[src/rtl/tx_packetizer_if.sv]
`default_nettype none
// ============================================================================
// Module      : tx_packetizer_if
// Description : Bundles the start/response inputs, the echo byte stream and
//               the outgoing byte stream of tx_packetizer.
//               slave  = packetizer side, master = driver/consumer side.
// Revision    : 1.0  initial release
// ============================================================================
interface tx_packetizer_if #(
    parameter int RESULT_BYTES = 8
);
    logic                      start_i;
    logic                      ready_o;
    logic [7:0]                opcode_i;
    logic [15:0]               len_i;
    logic [8*RESULT_BYTES-1:0] result_i;
    logic                      echo_i;
    logic [7:0]                echo_data_i;
    logic                      echo_valid_i;
    logic                      echo_ready_o;
    logic [7:0]                data_o;
    logic                      valid_o;
    logic                      ready_i;
    logic                      busy_o;
    logic                      done_o;

    modport slave (
        input  start_i, opcode_i, len_i, result_i, echo_i,
        input  echo_data_i, echo_valid_i, ready_i,
        output ready_o, echo_ready_o, data_o, valid_o, busy_o, done_o
    );

    modport master (
        output start_i, opcode_i, len_i, result_i, echo_i,
        output echo_data_i, echo_valid_i, ready_i,
        input  ready_o, echo_ready_o, data_o, valid_o, busy_o, done_o
    );
endinterface
`default_nettype wire

[src/rtl/tx_packetizer.sv]
`default_nettype none
// ============================================================================
// Module      : tx_packetizer
// Description : Transmit-side framer. Sends opcode, reserved byte, 16-bit
//               length field (LSB first) and then the payload, taken either
//               from the latched result word or passed through from the echo
//               byte stream. Optional macro TX_CHECKSUM_EN appends an XOR
//               checksum byte covering every preceding frame byte.
// Revision    : 1.0  initial release
// ============================================================================
module tx_packetizer #(
    parameter int         RESULT_BYTES = 8,
    parameter logic [7:0] RSVD_BYTE    = 8'h00
) (
    input  wire logic       clk,
    input  wire logic       rst,
    tx_packetizer_if.slave  bus
);

`ifdef TX_CHECKSUM_EN
    localparam logic [15:0] C_HDR_BYTES = 16'd5;   // 4 header bytes + checksum
`else
    localparam logic [15:0] C_HDR_BYTES = 16'd4;
`endif
    // Largest echo length whose length field still fits in 16 bits.
    localparam logic [15:0] C_ECHO_MAX = 16'hFFFF - C_HDR_BYTES;
    localparam logic [15:0] C_RES_MAX  = 16'(RESULT_BYTES);

    typedef enum logic [2:0] {
        S_IDLE      = 3'd0,
        S_HDR_OP    = 3'd1,
        S_HDR_RSV   = 3'd2,
        S_HDR_LSB   = 3'd3,
        S_HDR_MSB   = 3'd4,
        S_PAYLOAD   = 3'd5,
        S_ECHO_PASS = 3'd6
`ifdef TX_CHECKSUM_EN
        ,
        S_CKSUM     = 3'd7
`endif
    } state_t;

    state_t                    state_q, state_d;
    logic [7:0]                opcode_q;
    logic                      echo_q;
    logic [8*RESULT_BYTES-1:0] result_q;     // shifts down one byte per payload transfer
    logic [15:0]               len_q;        // clamped payload length L
    logic [15:0]               field_q;      // length field F sent in the header
    logic [15:0]               cnt_q;        // payload bytes already transferred
`ifdef TX_CHECKSUM_EN
    logic [7:0]                csum_q;       // running XOR of transferred bytes
`endif

    logic [15:0] w_len_clamp;
    logic        w_start;
    logic        w_last;
    logic        w_xfer;
    logic [7:0]  w_data;
    logic        w_valid;
    logic        w_echo_ready;
    logic        w_done;

    assign w_start = (state_q == S_IDLE) && bus.start_i;
    assign w_last  = (cnt_q == (len_q - 16'd1));
    assign w_xfer  = w_valid && bus.ready_i;

    // Clamp the requested length to what the selected payload source can supply.
    always_comb begin
        w_len_clamp = bus.len_i;
        if (bus.echo_i) begin
            if (bus.len_i > C_ECHO_MAX) w_len_clamp = C_ECHO_MAX;
        end else begin
            if (bus.len_i > C_RES_MAX) w_len_clamp = C_RES_MAX;
        end
    end

    // State register.
    always_ff @(posedge clk) begin
        if (rst) state_q <= S_IDLE;
        else     state_q <= state_d;
    end

    // Next-state and output decode; outputs are derived from registered
    // frame fields so data_o/valid_o stay stable while the sink stalls.
    always_comb begin
        state_d      = state_q;
        w_data       = 8'h00;
        w_valid      = 1'b0;
        w_echo_ready = 1'b0;
        w_done       = 1'b0;
        case (state_q)
            S_IDLE: begin
                if (bus.start_i) state_d = S_HDR_OP;
            end
            S_HDR_OP: begin
                w_data  = opcode_q;
                w_valid = 1'b1;
                if (bus.ready_i) state_d = S_HDR_RSV;
            end
            S_HDR_RSV: begin
                w_data  = RSVD_BYTE;
                w_valid = 1'b1;
                if (bus.ready_i) state_d = S_HDR_LSB;
            end
            S_HDR_LSB: begin
                w_data  = field_q[7:0];
                w_valid = 1'b1;
                if (bus.ready_i) state_d = S_HDR_MSB;
            end
            S_HDR_MSB: begin
                w_data  = field_q[15:8];
                w_valid = 1'b1;
                if (bus.ready_i) begin
                    if (len_q == 16'd0) begin
`ifdef TX_CHECKSUM_EN
                        state_d = S_CKSUM;
`else
                        state_d = S_IDLE;
                        w_done  = 1'b1;
`endif
                    end else if (echo_q) begin
                        state_d = S_ECHO_PASS;
                    end else begin
                        state_d = S_PAYLOAD;
                    end
                end
            end
            S_PAYLOAD: begin
                w_data  = result_q[7:0];
                w_valid = 1'b1;
                if (bus.ready_i && w_last) begin
`ifdef TX_CHECKSUM_EN
                    state_d = S_CKSUM;
`else
                    state_d = S_IDLE;
                    w_done  = 1'b1;
`endif
                end
            end
            S_ECHO_PASS: begin
                // Combinational pass-through: the echo source sees the sink's ready.
                w_data       = bus.echo_data_i;
                w_valid      = bus.echo_valid_i;
                w_echo_ready = bus.ready_i;
                if (bus.echo_valid_i && bus.ready_i && w_last) begin
`ifdef TX_CHECKSUM_EN
                    state_d = S_CKSUM;
`else
                    state_d = S_IDLE;
                    w_done  = 1'b1;
`endif
                end
            end
`ifdef TX_CHECKSUM_EN
            S_CKSUM: begin
                w_data  = csum_q;
                w_valid = 1'b1;
                if (bus.ready_i) begin
                    state_d = S_IDLE;
                    w_done  = 1'b1;
                end
            end
`endif
            default: begin
                state_d = S_IDLE;
            end
        endcase
    end

    // Frame fields: latched on start acceptance, advanced on each transfer.
    always_ff @(posedge clk) begin
        if (rst) begin
            opcode_q <= 8'h00;
            echo_q   <= 1'b0;
            result_q <= '0;
            len_q    <= 16'd0;
            field_q  <= 16'd0;
            cnt_q    <= 16'd0;
`ifdef TX_CHECKSUM_EN
            csum_q   <= 8'h00;
`endif
        end else if (w_start) begin
            opcode_q <= bus.opcode_i;
            echo_q   <= bus.echo_i;
            result_q <= bus.result_i;
            len_q    <= w_len_clamp;
            field_q  <= w_len_clamp + C_HDR_BYTES;
            cnt_q    <= 16'd0;
`ifdef TX_CHECKSUM_EN
            csum_q   <= 8'h00;
`endif
        end else if (w_xfer) begin
`ifdef TX_CHECKSUM_EN
            csum_q <= csum_q ^ w_data;
`endif
            if ((state_q == S_PAYLOAD) || (state_q == S_ECHO_PASS)) begin
                cnt_q <= cnt_q + 16'd1;
            end
            if (state_q == S_PAYLOAD) begin
                result_q <= result_q >> 8;
            end
        end
    end

    assign bus.data_o       = w_data;
    assign bus.valid_o      = w_valid;
    assign bus.echo_ready_o = w_echo_ready;
    assign bus.done_o       = w_done;
    assign bus.ready_o      = (state_q == S_IDLE);
    assign bus.busy_o       = (state_q != S_IDLE);

endmodule
`default_nettype wire

[src/flat_wrapper.sv]
// flat-port wrapper written by rule: the top's interface ports become plain ports
module tx_packetizer_flat 
#(
    parameter int         RESULT_BYTES = 8,
    parameter logic [7:0] RSVD_BYTE    = 8'h00
)
  (clk, rst, bus_start_i, bus_opcode_i, bus_len_i, bus_result_i, bus_echo_i, bus_echo_data_i, bus_echo_valid_i, bus_ready_i, bus_ready_o, bus_echo_ready_o, bus_data_o, bus_valid_o, bus_busy_o, bus_done_o);
  tx_packetizer_if #(.RESULT_BYTES(RESULT_BYTES)) bus_i ();
  input  wire logic clk;
  input  wire logic rst;
  input wire logic [$bits(bus_i.start_i)-1:0] bus_start_i;
  input wire logic [$bits(bus_i.opcode_i)-1:0] bus_opcode_i;
  input wire logic [$bits(bus_i.len_i)-1:0] bus_len_i;
  input wire logic [$bits(bus_i.result_i)-1:0] bus_result_i;
  input wire logic [$bits(bus_i.echo_i)-1:0] bus_echo_i;
  input wire logic [$bits(bus_i.echo_data_i)-1:0] bus_echo_data_i;
  input wire logic [$bits(bus_i.echo_valid_i)-1:0] bus_echo_valid_i;
  input wire logic [$bits(bus_i.ready_i)-1:0] bus_ready_i;
  output wire logic [$bits(bus_i.ready_o)-1:0] bus_ready_o;
  output wire logic [$bits(bus_i.echo_ready_o)-1:0] bus_echo_ready_o;
  output wire logic [$bits(bus_i.data_o)-1:0] bus_data_o;
  output wire logic [$bits(bus_i.valid_o)-1:0] bus_valid_o;
  output wire logic [$bits(bus_i.busy_o)-1:0] bus_busy_o;
  output wire logic [$bits(bus_i.done_o)-1:0] bus_done_o;
  assign bus_i.start_i = bus_start_i;
  assign bus_i.opcode_i = bus_opcode_i;
  assign bus_i.len_i = bus_len_i;
  assign bus_i.result_i = bus_result_i;
  assign bus_i.echo_i = bus_echo_i;
  assign bus_i.echo_data_i = bus_echo_data_i;
  assign bus_i.echo_valid_i = bus_echo_valid_i;
  assign bus_i.ready_i = bus_ready_i;
  assign bus_ready_o = bus_i.ready_o;
  assign bus_echo_ready_o = bus_i.echo_ready_o;
  assign bus_data_o = bus_i.data_o;
  assign bus_valid_o = bus_i.valid_o;
  assign bus_busy_o = bus_i.busy_o;
  assign bus_done_o = bus_i.done_o;
  tx_packetizer #(.RESULT_BYTES(RESULT_BYTES), .RSVD_BYTE(RSVD_BYTE)) u_core (.clk(clk), .rst(rst), .bus(bus_i));
endmodule
[config.mk]
export PLATFORM = sky130hd
export DESIGN_NAME = tx_packetizer_flat
export DESIGN_NICKNAME = d
export VERILOG_FILES = /design/src/rtl/tx_packetizer_if.sv /design/src/rtl/tx_packetizer.sv /design/src/flat_wrapper.sv
export SDC_FILE = /design/constraint.sdc
export NUM_CORES = 1
export LEC_CHECK = 0
export ABC_AREA = 0
export CORE_ASPECT_RATIO = 1.5
export CORE_MARGIN = 3
export CORE_UTILIZATION = 53
export CTS_CLUSTER_SIZE = 16
export DETAILED_ROUTE_END_ITERATION = 16
export GPL_TIMING_DRIVEN = 1
export PLACE_DENSITY = 0.81
export SLEW_MARGIN = 20
export SYNTH_ARGS = -nofsm -noshare
export SYNTH_HDL_FRONTEND = slang
export SYNTH_SLANG_ARGS = --single-unit
[constraint.sdc]
create_clock -name clk -period 3.4 [get_ports clk]
set_input_delay 0.51 -clock clk [delete_from_list [all_inputs] [get_ports clk]]
set_output_delay 0.51 -clock clk [all_outputs]
set_load 0.005 [all_outputs]
==> results.toml <==
[status]
outcome = "finished, violations left"
violations = "setup timing"

[clocking]
ctsHoldBuffers = 0
clkTransAtPathRegs_ps = 60
ctsHtreeMaxLevel = 4
cts.path.max_buffers = 2
cts_root_buf = "clkbuf_16"
cts_buffers = 17
tritoncts = "done"
insertion_delay_ps = 410
clock-sinks = 122

[sta]
fin_skew_ps = 7.10
finalCritPeriodShare_pct = 101
period_minus_slack_ps = 3430
max_slew.worst_pin.slew_ps = 691
maxSlewViolCount = 0
worst_slack_ps = -34.1
max_freq_mhz = 291
slew_headroom_pct = 53.9
setup_viol = 1
hold_viol_final = 0
hold_ws_ps = 463
rsz0062_at_grt = "true"

[pwr]
swShare_pct = 39.3
combPwrFrac_pct = 41.4
p_int_w = 0.00389
peakVddDrop_v = 0.000431
p_per_area_mw_per_mm2 = 780
power_leakage_nw = 2.93
p_total_w = 0.00640
switchingPower_w = 0.00251
p_clk_share_pct = 25.8
seq_power_share_pct = 32.8

[grt]
use_met2_pct = 53.0
grt_pass1_wl_um = 30300
grt_pass1_vias = 6216
grt-ovfl-total = 0
grtUsageMet3_pct = 6.24
grt_usage_pct = 29.7
antenna_found_initial = 0
met1_usage_pct = 33.3
grt_max_degree = 79
grt-busiest-layer = "met2"

[die]
core_mm2 = 0.0112
ios = 115
rows = 47
fp.dieW_um = 94.0
fp.dieArea_mm2 = 0.0130
start_util_pct = 55.1
chipHeight_um = 138

[critical_path]
cp_slowest_cell = "or4_4"
critPathCaptureType = "output port"
slowest_delay_ps = 540
path_class = "flip-flop to output port"
critPathMaxFanout = 3
crit_family = "compound AO/OA/AOI/OAI gates"
crit_buf_inv = 1
crit_required_ps = 2890
arrival_ps = 2920
path_cells = "or4_4, or3_1, a2111o_1, a2111oi_4, o2111ai_2, a21o_1, a21oi_2, buf_2"
start_kind = "flip-flop"

[cells_and_area]
diodes = 0
nets = 1016
drive_above_1_share_pct = 11.0
post-route-util_pct = 73.4
area_growth_pct = 33.3
finish.instance_area_mm2 = 0.00820

[logic_synthesis]
ys_types = 58
ys_warn_count = 0
synth_edf_count = 0
synthFlopType = "dfxtp_1"
syn_area_mm2 = 0.00615
postSynthAreaPerCell_um2 = 7.75
syn_inst = 794
synth_fp_nets = 899
yosysSeqAreaShare_pct = 39.7
synth-seq-cells = 122
async_reset_ff_share_pct = 0

[detailed_routing]
routed_wirelength_um = 19200
drt_iter0_drc = 571
drc_errors = 0
ant_nets = 0
avgRoutedWirePerCell_um = 17.9
vias_per_cell = 6.04
vias = 6468
first_pass_iters = 7

[flow_run]
maxCapViolations = 0

[placed_design]
place_congestion = 0.936
port_buffers = 114
postPlaceCellArea_mm2 = 0.00756
dp_hpwl_um = 13800

[worst_hold_path]
hold_path_class = "flip-flop to flip-flop"
[flip-flops by register name (all words and copies together) (netlist names)]
name,flops
u_core.len_q,14
u_core.result_q,64
u_core.cnt_q,16
u_core.field_q,16
u_core.state_q,3
u_core.echo_q,1
u_core.opcode_q,8
[worst reg2reg max path, stage by stage (launching register included)]
cell and delay (ps):
dfxtp_1 310, inv_1 70, ha_2 170, or4b_4 460, buf_4 160, or4_2 540
a32oi_1 210, o21ai_1 120, o2111ai_1 280, nand4_1 160, a41oi_1 260
[layer usage]
metal | vias up | wire length (um)
li1 | 3090 | -
met1 | 3071 | 7330
met2 | 254 | 10000
met3 | 53 | 1130
met4 | 0 | 716
met5 | - | 0
[synthesized netlist by cell type (8+ instances only)]
| cell | count | area share, % |
|---|---|---|
| xor2_1 | 18 | 2.6 |
| xnor2_1 | 18 | 2.6 |
| clkbuf_1 | 49 | 3.0 |
| nand2_1 | 161 | 9.8 |
| nand2b_1 | 9 | 0.91 |
| nor3_1 | 19 | 1.5 |
| a311oi_1 | 44 | 6.3 |
| a21oi_1 | 43 | 3.5 |
| a221o_1 | 8 | 1.3 |
| inv_1 | 8 | 0.49 |
| dfxtp_1 | 122 | 40 |
| o21ai_0 | 11 | 0.89 |
| nand4_1 | 9 | 0.91 |
| nor4_1 | 8 | 0.81 |
| nor2_1 | 110 | 6.7 |
| a222oi_1 | 8 | 1.3 |
| mux2i_1 | 10 | 1.6 |
| nand3_1 | 34 | 2.8 |
[path summary, 6_finish.rpt]
check,startpoint,end,slack [ps],cells after the start
min reg2reg,u_core.opcode_q[5],u_core.opcode_q[5],460,2
max reg2reg,u_core.field_q[0],u_core.state_q[1],590,10
max,u_core.len_q[10],bus_done_o,-30,8
min,u_core.opcode_q[5],u_core.opcode_q[5],460,2
[logic make-up (layout without fill, tap and decap cells)]
group	after synthesis	in the layout	synth area share, %
XOR/XNOR	36	36	5.12
adder cells (fa/ha/maj)	3	3	0.610
AND/OR/NAND/NOR	389	389	28.1
buffers and inverters	65	195	4.21
multiplexers	12	12	1.99
AO/OA/AOI/OAI	167	167	20.2
flip-flops	122	122	39.7
[layout make-up]
class	instances	area, um2
repair buffers	155	1480
flip-flops and latches	122	2440
clock buffers	19	453
fillers	864	2970
clock inverters	13	96.3
multi-input cells	607	3520
well taps	147	184
inverters	8	30.0
[through the flow]
| step | worst slack, ps | cells | TNS [ps] |
|---|---|---|---|
| floorplan | 345 | 794 | 0 |
| CTS | -33.7 | 1071 | -33.7 |
| global route | -139 | 1071 | -139 |
| finish | -34.1 | 1071 | -34.1 |
| detailed placement | -110 | 1033 | -110 |
| global placement | -67.1 | 1033 | -67.1 |
[cell usage in the layout (no fill, tap or decap), types with 17 or more instances in the layout]
master,count
xor2_1,18
buf_4,38
a311oi_1,43
clkbuf_16,17
nor2_1,110
nor3_1,17
dfxtp_1,120
xnor2_1,18
a21oi_1,42
clkdlybuf4s50_1,112
nand3_1,34
nand2_1,160
[power groups by stage]
| stage | Sequential, W | Clock (W) | Combinational (W) |
|---|---|---|---|
| final | 0.00210 | 0.00165 | 0.00265 |
| after global routing | 0.00213 | 0.00173 | 0.00292 |
| after CTS | 0.00209 | 0.00165 | 0.00261 |
| after detailed placement | 0.00211 | 0 | 0.00256 |
| after global placement | 0.00209 | 0 | 0.00249 |
| after floorplan | 0.00200 | 0 | 0.00175 |
[repair_timing]
action / CTS / global route
setup endpoints to repair: 1 / 1
pin swaps: 6 / 3
gates resized for setup: 9 / 7
setup buffers: 6 / 0
No activity file was read; power rests on OpenSTA's default activity.
